### src/rtl/fn_sel_detect_pkg.sv
// Shared encodings for the fn_sw selector monitor: FSM states and selector values.
package fn_sel_detect_pkg;

   typedef enum logic [1:0] {
      ST_UNKNOWN = 2'd0,
      ST_TRACK   = 2'd1,
      ST_LOCKED  = 2'd2,
      ST_FAULT   = 2'd3
   } state_e;

   localparam logic SEL_AND = 1'b0;
   localparam logic SEL_XOR = 1'b1;

endpackage

### src/rtl/fn_sel_detect_if.sv
// Sample/status bundle between an fn_sw observer (master) and the selector detector (slave).
interface fn_sel_detect_if;

   logic in_valid;
   logic a;
   logic b;
   logic y;
   logic clr;
   logic sel_est;
   logic sel_lock;
   logic sel_chg;
   logic fault;

   modport master (
      output in_valid, a, b, y, clr,
      input  sel_est, sel_lock, sel_chg, fault
   );

   modport slave (
      input  in_valid, a, b, y, clr,
      output sel_est, sel_lock, sel_chg, fault
   );

endinterface

### src/rtl/fn_sw_classify.sv
// Combinational classification of one fn_sw (a, b, y) sample.
module fn_sw_classify (
   input  logic a,
   input  logic b,
   input  logic y,
   output logic informative,
   output logic illegal,
   output logic ind
);

   // With a=b=0 both functions give 0, so only a|b=1 can tell them apart.
   always_comb begin
      informative = a | b;
      illegal     = ~(a | b) & y;
      ind         = (y == (a ^ b));
   end

endmodule

### src/rtl/fn_sel_detect.sv
// Recovers the fn_sw selector from observed samples; locks after LOCK_CNT consistent samples.
//
//   state      | meaning
//   -----------+--------------------------------------------------------
//   ST_UNKNOWN | no informative evidence since reset/clear
//   ST_TRACK   | candidate held, collecting consecutive agreeing samples
//   ST_LOCKED  | LOCK_CNT agreeing samples seen, estimate reported locked
//   ST_FAULT   | impossible sample seen; sticky until rst or clr
module fn_sel_detect
   import fn_sel_detect_pkg::*;
#(
   parameter int LOCK_CNT = 4,
   parameter int CNT_W    = 3
) (
   input  logic          clk,
   input  logic          rst,
   fn_sel_detect_if.slave bus
);

   localparam logic [CNT_W-1:0] LOCK_V = CNT_W'(LOCK_CNT);
   localparam logic [CNT_W-1:0] ONE_V  = CNT_W'(1);

   logic informative;
   logic illegal;
   logic ind;

   fn_sw_classify u_classify (
      .a           (bus.a),
      .b           (bus.b),
      .y           (bus.y),
      .informative (informative),
      .illegal     (illegal),
      .ind         (ind)
   );

   state_e           state_q, state_d;
   logic             cand_q, cand_d;
   logic [CNT_W-1:0] cnt_q, cnt_d;
   logic [CNT_W-1:0] cnt_inc;
   logic             sel_chg_q, sel_chg_d;
   logic             sel_lock_q, sel_lock_d;
   logic             fault_q, fault_d;

   always_comb begin
      state_d   = state_q;
      cand_d    = cand_q;
      cnt_d     = cnt_q;
      sel_chg_d = 1'b0;
      cnt_inc   = cnt_q + ONE_V;

      if (bus.clr) begin
         state_d = ST_UNKNOWN;
         cand_d  = SEL_AND;
         cnt_d   = '0;
      end else if (bus.in_valid && state_q != ST_FAULT) begin
         if (illegal) begin
            state_d = ST_FAULT;
         end else if (informative) begin
            case (state_q)
               ST_UNKNOWN: begin
                  cand_d  = ind;
                  cnt_d   = ONE_V;
                  state_d = (LOCK_CNT == 1) ? ST_LOCKED : ST_TRACK;
               end
               ST_TRACK: begin
                  if (ind == cand_q) begin
                     cnt_d = cnt_inc;
                     if (cnt_inc == LOCK_V) state_d = ST_LOCKED;
                  end else begin
                     cand_d = ind;
                     cnt_d  = ONE_V;
                  end
               end
               ST_LOCKED: begin
                  // Agreeing samples leave cnt parked at LOCK_CNT.
                  if (ind != cand_q) begin
                     sel_chg_d = 1'b1;
                     cand_d    = ind;
                     cnt_d     = ONE_V;
                     state_d   = (LOCK_CNT == 1) ? ST_LOCKED : ST_TRACK;
                  end
               end
               default: state_d = state_q;
            endcase
         end
      end

      sel_lock_d = (state_d == ST_LOCKED);
      fault_d    = (state_d == ST_FAULT);
   end

   always_ff @(posedge clk) begin
      if (rst) begin
         state_q    <= ST_UNKNOWN;
         cand_q     <= SEL_AND;
         cnt_q      <= '0;
         sel_chg_q  <= 1'b0;
         sel_lock_q <= 1'b0;
         fault_q    <= 1'b0;
      end else begin
         state_q    <= state_d;
         cand_q     <= cand_d;
         cnt_q      <= cnt_d;
         sel_chg_q  <= sel_chg_d;
         sel_lock_q <= sel_lock_d;
         fault_q    <= fault_d;
      end
   end

   assign bus.sel_est  = cand_q;
   assign bus.sel_lock = sel_lock_q;
   assign bus.sel_chg  = sel_chg_q;
   assign bus.fault    = fault_q;

endmodule

### src/flat_wrapper.sv
// flat-port wrapper written by rule: the top's interface ports become plain ports
module fn_sel_detect_flat import fn_sel_detect_pkg::*;
#(
   parameter int LOCK_CNT = 4,
   parameter int CNT_W    = 3
)
  (clk, rst, bus_in_valid, bus_a, bus_b, bus_y, bus_clr, bus_sel_est, bus_sel_lock, bus_sel_chg, bus_fault);
  fn_sel_detect_if bus_i ();
  input  logic clk;
  input  logic rst;
  input wire logic [$bits(bus_i.in_valid)-1:0] bus_in_valid;
  input wire logic [$bits(bus_i.a)-1:0] bus_a;
  input wire logic [$bits(bus_i.b)-1:0] bus_b;
  input wire logic [$bits(bus_i.y)-1:0] bus_y;
  input wire logic [$bits(bus_i.clr)-1:0] bus_clr;
  output wire logic [$bits(bus_i.sel_est)-1:0] bus_sel_est;
  output wire logic [$bits(bus_i.sel_lock)-1:0] bus_sel_lock;
  output wire logic [$bits(bus_i.sel_chg)-1:0] bus_sel_chg;
  output wire logic [$bits(bus_i.fault)-1:0] bus_fault;
  assign bus_i.in_valid = bus_in_valid;
  assign bus_i.a = bus_a;
  assign bus_i.b = bus_b;
  assign bus_i.y = bus_y;
  assign bus_i.clr = bus_clr;
  assign bus_sel_est = bus_i.sel_est;
  assign bus_sel_lock = bus_i.sel_lock;
  assign bus_sel_chg = bus_i.sel_chg;
  assign bus_fault = bus_i.fault;
  fn_sel_detect #(.LOCK_CNT(LOCK_CNT), .CNT_W(CNT_W)) u_core (.clk(clk), .rst(rst), .bus(bus_i));
endmodule
### config.mk
export PLATFORM = sky130hd
export DESIGN_NAME = fn_sel_detect_flat
export DESIGN_NICKNAME = d
export VERILOG_FILES = /design/src/rtl/fn_sel_detect_pkg.sv /design/src/rtl/fn_sel_detect_if.sv /design/src/rtl/fn_sw_classify.sv /design/src/rtl/fn_sel_detect.sv /design/src/flat_wrapper.sv
export SDC_FILE = /design/constraint.sdc
export NUM_CORES = 1
export LEC_CHECK = 0
export BUFFER_PORTS_ARGS = -buffer_cell sky130_fd_sc_hd__buf_2
export CORE_AREA = 2 2 39 41
export CTS_CLUSTER_DIAMETER = 150
export DETAILED_ROUTE_END_ITERATION = 10
export DIE_AREA = 0 0 41 43
export PLACE_DENSITY = 0.57
export SYNTH_ARGS = -nofsm -noshare
export SYNTH_HDL_FRONTEND = slang
export SYNTH_HIERARCHICAL = 1
export SYNTH_SLANG_ARGS = --single-unit
### constraint.sdc
create_clock -name clk -period 2.6 [get_ports clk]
set_clock_uncertainty 0.05 [all_clocks]
set_input_delay 0.52 -clock clk [delete_from_list [all_inputs] [get_ports clk]]
set_output_delay 0.52 -clock clk [all_outputs]
set_load 0.02 [all_outputs]
-- Word level (Yosys, flattened, before mapping)
Cells that the tools add are included.
- register bits after elaboration: 9
- bits in latches: 0
- RAM bits: 0
- memory bits (read-only): 0
- input bits: 7
- word-level logic and storage cells: 47
- memories kept: 0
- add/sub/neg operators: 1
- $mul: 0
- divide/modulo/power cells: 0
- $lt $le $gt $ge: 0
- equal/unequal tests: 11
- shifts and indexed selects: 0
- muxes and demuxes: 15
- bitwise gates (word level): 7
- reduce and logical (&&, ||, !) cells: 7
- operator list (cell ; number):
    two-way mux 2 bit ; 7
    case mux 3 bit (3 select lines) ; 1
    equality test 2 bit, second input constant ; 3
    two-way mux 3 bit ; 2
    case mux 2 bit (3 select lines) ; 1
    AND reduction 6 bit ; 1
    OR reduction 6 bit ; 1
    AND reduction 5 bit ; 1
    != test 2 bit, second input constant ; 2
    inverter 1 bit ; 4
    adder 3 x 1 -> 3 bit, second input constant ; 1
    equality test 3 bit, second input constant ; 1
    two-way mux 1 bit ; 3
    case mux 1 bit (3 select lines) ; 1
    nonzero test 3 bit ; 1
    equality test 1 bit ; 2
    equality test 2 x 1 -> 1 bit, second input constant ; 1
    logical NOT 2 bit ; 1
    != test 2 x 1 -> 1 bit, second input constant ; 1
    OR reduction 2 bit ; 1
    AND 1 bit ; 1
    logical AND 1 bit ; 1
    != test 1 bit ; 1
    OR 1 bit ; 1
    bitwise XOR 1 bit ; 1

-- Logic depth before layout (Yosys ltp)
Gate-level depths: netlist of run 1.
- depth after elaboration: 10
- gate-level depth with buffers: 7

-- Cells and area by module
The synthesis of run 1 kept the hierarchy.
- modules (own cells, without submodules) (module ; times used ; cells each ; area each (µm²)):
    fn_sel_detect ; 1 ; 50 ; 462.9
    fn_sw_classify ; 1 ; 6 ; 38.8

-- Worst setup path after synthesis of run 1
OpenSTA, ideal clock, no wires.
- kind: input to register
- start point: input port bus_a
- end point: register u_core.cnt_q[2]
- data arrival time: 1.918 ns
- slack: 0.563 ns
- cell stages on the path: 7
- buffers on the path: 0
- cell sequence: inv_1 -> ha_1 -> xnor2_1 -> xnor2_2 -> nand3_2 -> or3b_1 -> a21oi_1
- longest elaborated chain between the ends: 5
- ends and longest elaborated chain (item ; RTL line ; RTL):
    start: declaration ; flat_wrapper.sv:12 ; input wire logic [$bits(bus_i.a)-1:0] bus_a;
    bitwise XOR 1 bit (*) ; fn_sw_classify.sv:15 ; ind = (y == (a ^ b));
    equality test 1 bit (*) ; fn_sw_classify.sv:15 ;
    net u_core.ind ; fn_sel_detect.sv:25 ; logic ind;
    != test 1 bit / equality test 1 bit (equally long branches) ; fn_sel_detect.sv:76, fn_sel_detect.sv:66 ;
    != test 2 x 1 -> 1 bit (no line) / two-way mux 3 bit (equally long branches) ; -- ;
    AND reduction 5 bit (no line) / case mux 3 bit (3 select lines) (equally long branches) ; -- ;
    end signal: assignment ; fn_sel_detect.sv:103 ; cnt_q <= cnt_d;
    end: declaration ; fn_sel_detect.sv:38 ; logic [CNT_W-1:0] cnt_q, cnt_d;
Mark *: on every way through the listed nets, which the timed path passes. The rest lies on a longest branch.
A chain may end at the register's enable or synchronous reset.

-- Final worst setup path of run 1
Same ends and word-level chain as after synthesis.

==> reports/qor.txt, run 1 <==
die extent in y -> 43 microns
Fill cells -> 156
post-synth net total -> 66
crit path DAT -> 2100 ps
Num CTS Buffers -> 3
gate count of the mapped netlist -> 56
largest family of logic cells by synthesized area -> simple AND/OR/NAND/NOR gates
worst r2r dst -> u_core/bus.fault
reg-to-reg slack, setup -> 1100 ps
I/O Buffers -> 10
Synth Cell Area -> 502 sq um
Gate power share -> 15.1%
met3 usage -> 3.14%
first-pass GRT wire length -> 1510 microns
number of I/O pins -> 11
vias post-DR -> 441
yosys warns -> 6
htree depth -> 1
R2R depth -> 5
Yosys reg bits -> 9
TritonCTS clock tree -> yes
initial antenna violation count -> 0
max_slew headroom -> 72.4%
share of cells above drive strength 1 -> 24.6%
Max IR drop VDD -> 0.176 mV
power density over the cells -> 489 nW/um^2
drt pass-1 iters -> 4
drt drc -> 0
outcome -> finished clean
routability-driven placement congestion ratio -> 0.822
Worst setup SP type -> input port
RSZ-0062 raised after global routing -> no
die area -> 1760 sq um
Final TNS setup -> 0 ps
final wirelength -> 939 microns
Slew @ Worst Pin -> 412 ps
Detailed Place HPWL -> 705 microns
Post-CTS Resized -> 0
Post-Synth Simple-Gate Area -> 29.9%
largest net degree at the start of global routing -> 10
Pins Over Slew Limit -> 0
Yosys cell types -> 28
vias in the first global route -> 368
die span in x -> 41 microns
Initial Utilization -> 36.3%
row cnt -> 14
# setup viols final -> 0
final hold vios -> 0
postcts setup bufs -> 0
gr busiest metal -> met1
crit path kind -> in -> reg
leakage power -> 0.262 nW
sw power -> 0.0727 mW
total power -> 0.291 mW
clock power share -> 35.5%
Worst Hold Depth -> 2
Area Overhead vs Synth -> 18.5%
clock slew seen by the registers of the worst setup and hold paths -> 60 ps
crit share post-route -> 75.5%
TritonCTS Sinks -> 9
HP Start -> rst
core area -> 1380 sq um
Root Buffer -> clkbuf_4
worst reg2reg path startpoint -> u_core/cnt_q[0]
WHS Endpoint -> u_core/state_q[0]
vias per cell -> 5.19
routed len/inst -> 11.0 microns
clk buf depth -> 2
Worst setup EP type -> register
Final ANT Viol Nets -> 0
Max Clock Freq -> 509 MHz
Worst EP required -> 2740 ps
Worst-Skew Late Latency -> 250 ps
HP Class -> in -> reg
ant diodes -> 0
CP max FO -> 9
sequential area share after synthesis -> 35.9%
Tmin final -> 1960 ps
post-synthesis mux area share -> 2.00%
DR iter-0 viols -> 4
Syn Area/Cell -> 8.96 sq um
# nets final -> 80
Post-Synth XOR/XNOR Area -> 6.73%
met1 usage -> 17.9%
Congestion Overflow GR -> 0
Net Sw Frac -> 25.0%
hold buffer count at CTS -> 0
M2 GR Usage -> 16.9%
P_int -> 0.218 mW
sequential power share -> 49.4%
GRT Resource Usage Total -> 13.1%
Max Cap Viol -> 0
Compound-Gate Fraction of Synth Area -> 14.2%
area share of fa/ha/maj cells after synthesis -> 7.48%
[state kept, by name, summed over array words and instances, names as in the netlist]
register             flops
u_core/state_q           2
u_core/cnt_q             3
u_core/bus.sel_est       1
u_core/bus.sel_chg       1
u_core/bus.sel_lock      1
u_core/bus.fault         1
[how the worst max path moves through the flow]
stage / start / to / slack, ps / cells past startpoint
after floorplan: bus_a / u_core/cnt_q[2] / 560 / 7
after global placement: bus_a / u_core/cnt_q[2] / 400 / 8
after detailed placement: bus_a / u_core/cnt_q[2] / 380 / 8
after CTS: bus_a / u_core/cnt_q[2] / 640 / 8
after global routing: bus_a / u_core/cnt_q[2] / 500 / 8
final: bus_a / u_core/cnt_q[2] / 640 / 8
[worst max-delay path, stage by stage]
cell and delay [ps]:
buf_2 80, inv_1 30, ha_1 290, xnor2_1 170, xnor2_2 360, nand3_2 130
or3b_1 380, a21oi_1 140
[power groups by stage]
stage	clock network, mW	logic [mW]	registers (mW)
floorplan	0	0.0308	0.147
global placement	0	0.0431	0.147
detailed placement	0	0.0436	0.147
CTS	0.109	0.0440	0.144
global route	0.120	0.0489	0.144
finish	0.103	0.0438	0.144
[cell usage after synthesis]
master / number / share of area, %
nand3_2: 1 / 2.0
nor4b_1: 1 / 1.7
xnor2_1: 1 / 1.7
and2_1: 4 / 5.0
a21oi_1: 3 / 3.0
o21ai_0: 4 / 4.0
xnor2_2: 1 / 3.2
nor2_1: 2 / 1.5
a22oi_1: 1 / 1.5
or3_1: 1 / 1.2
nand4_1: 3 / 3.7
and2_2: 1 / 1.5
and4bb_1: 1 / 2.5
a41oi_1: 1 / 1.7
o21a_1: 1 / 1.5
or2_2: 1 / 1.2
inv_1: 4 / 3.0
clkbuf_1: 1 / 0.75
a31oi_1: 2 / 2.5
ha_1: 3 / 7.5
nand2_1: 3 / 2.2
mux2i_1: 1 / 2.0
or3b_1: 1 / 1.7
nor2b_1: 2 / 2.5
nand3b_1: 1 / 1.5
dfxtp_1: 9 / 36
nor3b_1: 1 / 1.5
xor2_1: 1 / 1.7
[kinds of logic after synthesis]
kind of cell               count (synthesis)
muxes                                      1
and+or+nand+nor                           23
adders and majority gates                  3
xor gates and xnor gates                   3
buffers and inverters                      5
DFF                                        9
AOI/OAI and AO/OA                         12
[layer usage]
layer,vias to the layer above,part of all wire [%]
li1,227,-
met1,200,50
met2,12,44
met3,2,3.1
met4,0,2.0
met5,-,0
[final cells by class]
| type | instances | area, sq um | area share [%] |
|---|---|---|---|
| clock buffer | 4 | 26.3 | 4.42 |
| inverter | 4 | 15.0 | 2.53 |
| multi-input combinational | 42 | 303 | 50.9 |
| sequential | 9 | 180 | 30.3 |
| tap | 16 | 20.0 | 3.37 |
| timing repair buffer | 10 | 50.0 | 8.42 |
[through the flow]
| step | hold WS, ps | cells | setup WS (ps) | util [%] | instance area [sq um] |
|---|---|---|---|---|---|
| final | 383 | 85 | 637 | 42.9 | 594 |
| after global routing | 388 | 85 | 497 | 42.9 | 594 |
| after CTS | 373 | 85 | 639 | 42.9 | 594 |
| after detailed placement | 446 | 81 | 375 | 41.0 | 568 |
| after global placement | 445 | 81 | 403 | 41.0 | 568 |
| after floorplan | 412 | 56 | 563 | - | 502 |
[placed cells by master (no fill, tap or decap), drive strengths merged, types with 3 or more instances in the layout]
cell type	instances
dfxtp	9
inv	4
nand4	3
o21ai	4
and2	5
clkbuf	4
nand2	3
a21oi	3
buf	10
ha	3
Note: power is estimated with default switching activity, not from simulation.
==> run 2: changes to the inputs <==
PLACE_DENSITY = 0.59   (was 0.57)
clock period = 1.6 ns   (was 2.6 ns; I/O delays follow)
==> reports/qor.txt, run 2 (synthesis gave the netlist of run 1 again) <==
TritonCTS clock tree -> yes (unchanged)
TritonCTS Sinks -> 9 (unchanged)
Detailed Place HPWL -> 775 microns (was 705 microns)
Max Cap Viol -> 0 (unchanged)
Worst-Skew Late Latency -> 250 ps (about the same)
commonest non-fill, non-tap cell in the layout -> dfxtp_1 (was buf_2)
Largest regs -> u_core/cnt_q x3, u_core/state_q x2 (unchanged)
CP max FO -> 8 (was 9)
Congestion Overflow GR -> 0 (unchanged)
core area -> 1380 sq um (unchanged)
number of I/O pins -> 11 (unchanged)
max_slew headroom -> 83.4% (was 72.4%)
Worst EP required -> 1740 ps (was 2740 ps)
postcts setup bufs -> 0 (unchanged)
hold buffer count at CTS -> 0 (unchanged)
commonest cells after routing, fill and taps aside -> 9 x dfxtp_1, 8 x buf_2, 8 x buf_4, 4 x o21ai_0, 4 x and2_1 (was 10 x buf_2, 9 x dfxtp_1, 4 x inv_1, 4 x o21ai_0, 4 x and2_1)
HP Class -> in -> reg (unchanged)
Initial Utilization -> 36.3% (unchanged)
first-pass GRT wire length -> 1740 microns (was 1510 microns)
largest net degree at the start of global routing -> 9 (was 10)
Fill cells -> 124 (was 156)
placed cell count -> 89 (was 81)
drt drc -> 0 (unchanged)
die extent in y -> 43 microns (unchanged)
Worst setup EP type -> register (unchanged)
die area -> 1760 sq um (unchanged)
final wirelength -> 970 microns (was 939 microns)
DR iter-0 viols -> 7 (was 4)
Layout Cells excl Fill -> 93 (was 85)
Max Clock Freq -> 629 MHz
routed len/inst -> 10.4 microns (was 11.0 microns)
# setup viols final -> 0 (unchanged)
Top reg by flops -> u_core/cnt_q (unchanged)
clk buf depth -> 2 (unchanged)
Pins Over Slew Limit -> 0 (unchanged)
crit share post-route -> 99.3%
vias in the first global route -> 420 (was 368)
Worst Hold Slack -> 179 ps (was 383 ps)
ant diodes -> 0 (unchanged)
clock slew seen by the registers of the worst setup and hold paths -> 60 ps (about the same)
Worst setup SP type -> input port (unchanged)
outcome -> finished clean (unchanged)
drt pass-1 iters -> 4 (unchanged)
htree depth -> 1 (unchanged)
Num CTS Buffers -> 3 (unchanged)
share of cells above drive strength 1 -> 37.7% (was 24.6%)
Max IR drop VDD -> 0.301 mV (was 0.176 mV)
max reg flops -> 3 (unchanged)
row cnt -> 14 (unchanged)
routability-driven placement congestion ratio -> 0.777 (was 0.822)
reg-to-reg slack, setup -> 120 ps (was 1100 ps)
RSZ-0062 raised after global routing -> yes (was no)
Root Buffer -> clkbuf_4 (unchanged)
final hold vios -> 0 (unchanged)
initial antenna violation count -> 0 (unchanged)
crit path kind -> in -> reg (unchanged)
Area Overhead vs Synth -> 45.1% (was 18.5%)
I/O Buffers -> 10 (unchanged)
Slew @ Worst Pin -> 245 ps (was 412 ps)
Final ANT Viol Nets -> 0 (unchanged)
crit path DAT -> 1730 ps (was 2100 ps)
power density over the cells -> 726 nW/um^2 (was 489 nW/um^2)
# nets final -> 88 (was 80)
die span in x -> 41 microns (unchanged)
vias post-DR -> 448 (was 441)
vias per cell -> 4.82 (was 5.19)
Tmin final -> 1590 ps
leakage power -> 0.314 nW (was 0.262 nW)
GRT Resource Usage Total -> 14.5% (was 13.1%)
## run 2: cell count changes in the layout (fill, tap and decap cells not counted), sizes merged
cell / delta
buf: +8
## run 2: cell type report
class                           instances  area (sq um)  area share [%]
Timing Repair Buffer                   18           126            17.4
Tap cell                               16          20.0            2.75
Inverter                                4          30.0            4.12
Clock buffer                            4          26.3            3.61
Sequential cell                         9           180            24.7
Multi-Input combinational cell         42           345            47.4
## run 2: worst paths after layout
check | startpoint | to | cells after the start
setup / recovery | bus_a | u_core/cnt_q[2] | 8
hold / removal | rst | u_core/state_q[0] | 2
setup reg to reg | u_core/cnt_q[0] | u_core/bus.sel_lock | 6
hold reg to reg | u_core/cnt_q[0] | u_core/cnt_q[0] | 2
## run 2: metal layers
metal,track usage [%],vias to the layer above,part of all wire (%)
met5,0,-,0
met4,10.0,0,1.4
met3,1.57,2,4.4
met2,20.6,13,46
met1,19.4,193,48
li1,-,240,-
## run 2: report_power, final
group          leakage [nW]  switching [mW]  internal [mW]
Sequential           0.0729         0.00517          0.228
Clock                0.0150          0.0765         0.0959
Combinational         0.226          0.0554         0.0673
Total                 0.314           0.137          0.392
## run 2: critical path: stages
cell	delay, ps
buf_6	90
inv_4	50
ha_4	210
xnor2_4	160
xnor2_4	270
nand3_2	120
or3b_1	380
a21oi_1	140
## run 2: per-stage QoR
stage	power, mW	util [%]	setup TNS [ps]	cell area [sq um]	setup slack, ps
final	0.529	52.6	0	728	10.9
after global routing	0.562	52.6	-47.9	728	-47.9
after CTS	0.534	51.3	0	709	13.4
after detailed placement	0.357	49.4	-1560	683	-282
after global placement	0.356	49.4	-1520	683	-289
after floorplan	0.314	-	-51.6	557	-26.8
## run 2: repair_timing
action,in CTS,in global routing
resized for setup,0,6
setup endpoints to repair,1,4
pin swaps,1,6
==> run 3: changes to the inputs <==
PLACE_DENSITY = 0.57   (was 0.59)
RECOVER_POWER = 100   (was default)
clock period = 1.5 ns   (was 1.6 ns; I/O delays follow)
==> reports/qor.txt, run 3 (synthesis gave the netlist of run 1 again) <==
Max IR drop VDD -> 0.355 mV (was 0.301 mV)
Top Layer Used -> met4 (unchanged)
vias post-DR -> 478 (was 448)
final instance area -> 724 sq um (was 728 sq um)
Max Cap Viol -> 0 (unchanged)
clk buf depth -> 2 (unchanged)
# setup viols final -> 3 (was 0)
crit share post-route -> 101%
CP max FO -> 7 (was 8)
Worst setup SP type -> input port (unchanged)
Root Buffer -> clkbuf_4 (unchanged)
HP Class -> in -> reg (unchanged)
slowest CP cell -> or3b_1 (unchanged)
Worst setup EP type -> register (unchanged)
drt pass-1 iters -> 4 (unchanged)
commonest cells after routing, fill and taps aside -> 9 x dfxtp_1, 7 x buf_4, 6 x clkbuf_1, 6 x buf_2, 4 x and2_1 (was 9 x dfxtp_1, 8 x buf_2, 8 x buf_4, 4 x o21ai_0, 4 x and2_1)
drt drc -> 0 (unchanged)
Met2 Wirelength -> 518 microns (was 445 microns)
Largest regs -> u_core/cnt_q x3, u_core/state_q x2 (unchanged)
crit path kind -> in -> reg (unchanged)
initial antenna violation count -> 0 (unchanged)
Max Clock Freq -> 659 MHz
Slew @ Worst Pin -> 271 ps (was 245 ps)
I/O Buffers -> 10 (unchanged)
die extent in y -> 43 microns (unchanged)
TritonCTS clock tree -> yes (unchanged)
routability-driven placement congestion ratio -> 0.771 (was 0.777)
leakage power -> 0.295 nW (was 0.314 nW)
Congestion Overflow GR -> 0 (unchanged)
critical path's largest stage delay -> 350 ps (was 380 ps)
placed instance area -> 676 sq um (was 683 sq um)
placed cell count -> 88 (was 89)
Final ANT Viol Nets -> 0 (unchanged)
ant diodes -> 0 (unchanged)
crit-path cells -> buf_8 -> inv_12 -> ha_4 -> xnor2_4 -> xnor2_4 -> nand3_2 -> or3b_1 -> a21oi_1 (was buf_6 -> inv_4 -> ha_4 -> xnor2_4 -> xnor2_4 -> nand3_2 -> or3b_1 -> a21oi_1)
TritonCTS Sinks -> 9 (unchanged)
total power -> 0.561 mW (was 0.529 mW)
final worst setup slack -> -17.9 ps (was 10.9 ps)
failing checks -> negative setup slack
share of cells above drive strength 1 -> 34.6% (was 37.7%)
vias in the first global route -> 406 (was 420)
commonest non-fill, non-tap cell in the layout -> dfxtp_1 (unchanged)
number of I/O pins -> 11 (unchanged)
first-pass GRT wire length -> 1720 microns (was 1740 microns)
routed len/inst -> 11.5 microns (was 10.4 microns)
power density over the cells -> 775 nW/um^2 (was 726 nW/um^2)
die area -> 1760 sq um (unchanged)
RSZ-0062 raised after global routing -> yes (unchanged)
met3 WL -> 42 microns (was 43 microns)
Worst Hold Slack -> 159 ps (was 179 ps)
hold buffer count at CTS -> 0 (unchanged)
largest net degree at the start of global routing -> 8 (was 9)
vias per cell -> 5.09 (was 4.82)
final hold vios -> 0 (unchanged)
Top reg by flops -> u_core/cnt_q (unchanged)
Detailed Place HPWL -> 792 microns (was 775 microns)
Initial Utilization -> 36.3% (unchanged)
Area Overhead vs Synth -> 44.4% (was 45.1%)
Num CTS Buffers -> 3 (unchanged)
max_slew headroom -> 81.7% (was 83.4%)
Worst EP required -> 1630 ps (was 1740 ps)
DR iter-0 viols -> 7 (unchanged)
outcome -> complete, but fails checks (was finished clean)
Layout Cells excl Fill -> 94 (was 93)
Tmin final -> 1520 ps
die span in x -> 41 microns (unchanged)
core area -> 1380 sq um (unchanged)
Pins Over Slew Limit -> 0 (unchanged)
Worst-Skew Late Latency -> 250 ps (about the same)
htree depth -> 1 (unchanged)
clock slew seen by the registers of the worst setup and hold paths -> 60 ps (about the same)
final wirelength -> 1080 microns (was 970 microns)
row cnt -> 14 (unchanged)
# nets final -> 89 (was 88)
crit path DAT -> 1650 ps (was 1730 ps)
Met1 Routed Length -> 505 microns (was 467 microns)
Final TNS setup -> -23.9 ps (was 0 ps)
most frequent CP cell -> xnor2_4 (unchanged)
max reg flops -> 3 (unchanged)
GRT Resource Usage Total -> 14.3% (was 14.5%)
run 3: cell types whose count changed in the layout (fill, tap and decap cells not counted):
cell / previous run / this run
a31oi_2: 0 / 1
buf_4: 8 / 7
buf_2: 8 / 6
ha_2: 0 / 1
clkbuf_1: 1 / 6
a31oi_1: 2 / 1
buf_6: 1 / 0
o21ai_0: 4 / 3
inv_4: 1 / 0
inv_2: 0 / 1
ha_1: 2 / 1
o21ai_1: 0 / 1
run 3: metal layers:
metal	global-route usage [%]	vias up
li1	-	244
met1	19.4	217
met2	20.0	15
met3	1.57	2
met4	10.0	0
met5	0	-
run 3: worst paths after layout:
path | from | endpoint | slack [ps] | depth (start not counted)
hold / removal | rst | u_core/state_q[0] | 160 | 2
setup reg to reg | u_core/cnt_q[0] | u_core/bus.sel_lock | 0 | 5
setup / recovery | bus_b | u_core/cnt_q[2] | -20 | 8
hold reg to reg | u_core/cnt_q[2] | u_core/cnt_q[2] | 450 | 2
run 3: repair_timing:
action,in CTS,in global routing
gates resized for setup,3,2
endpoints found under the setup margin,4,6
pin swaps,3,0
setup buffers,2,0
run 3: metrics by stage:
step                      utilization [%]  worst slack (ps)
after floorplan                         -              -107
after global placement               48.8              -355
after detailed placement             48.8              -374
after CTS                            52.5             -7.57
after global routing                 52.4             -79.5
final                                52.4             -17.9
run 3: critical path: cells and delay by family:
| kind | cells | cell delay, ps |
|---|---|---|
| buf+inv | 2 | 120 |
| simple gates | 2 | 450 |
| xor+xnor | 2 | 380 |
| compound gates | 1 | 150 |
| fa+ha+maj | 1 | 240 |
run 3: layout make-up:
class                      count  area [sq um]
clock buffer                   4          26.3
fill                         125           659
inverter                       4          27.5
multi-input combinational     42           354
sequential                     9           180
tap                           16          20.0
timing repair buffer          19           116
run 3: power breakdown:
group	switching [mW]	total [mW]	internal, mW
Clock	0.0788	0.181	0.102
Combinational	0.0610	0.131	0.0701
Sequential	0.00571	0.249	0.244
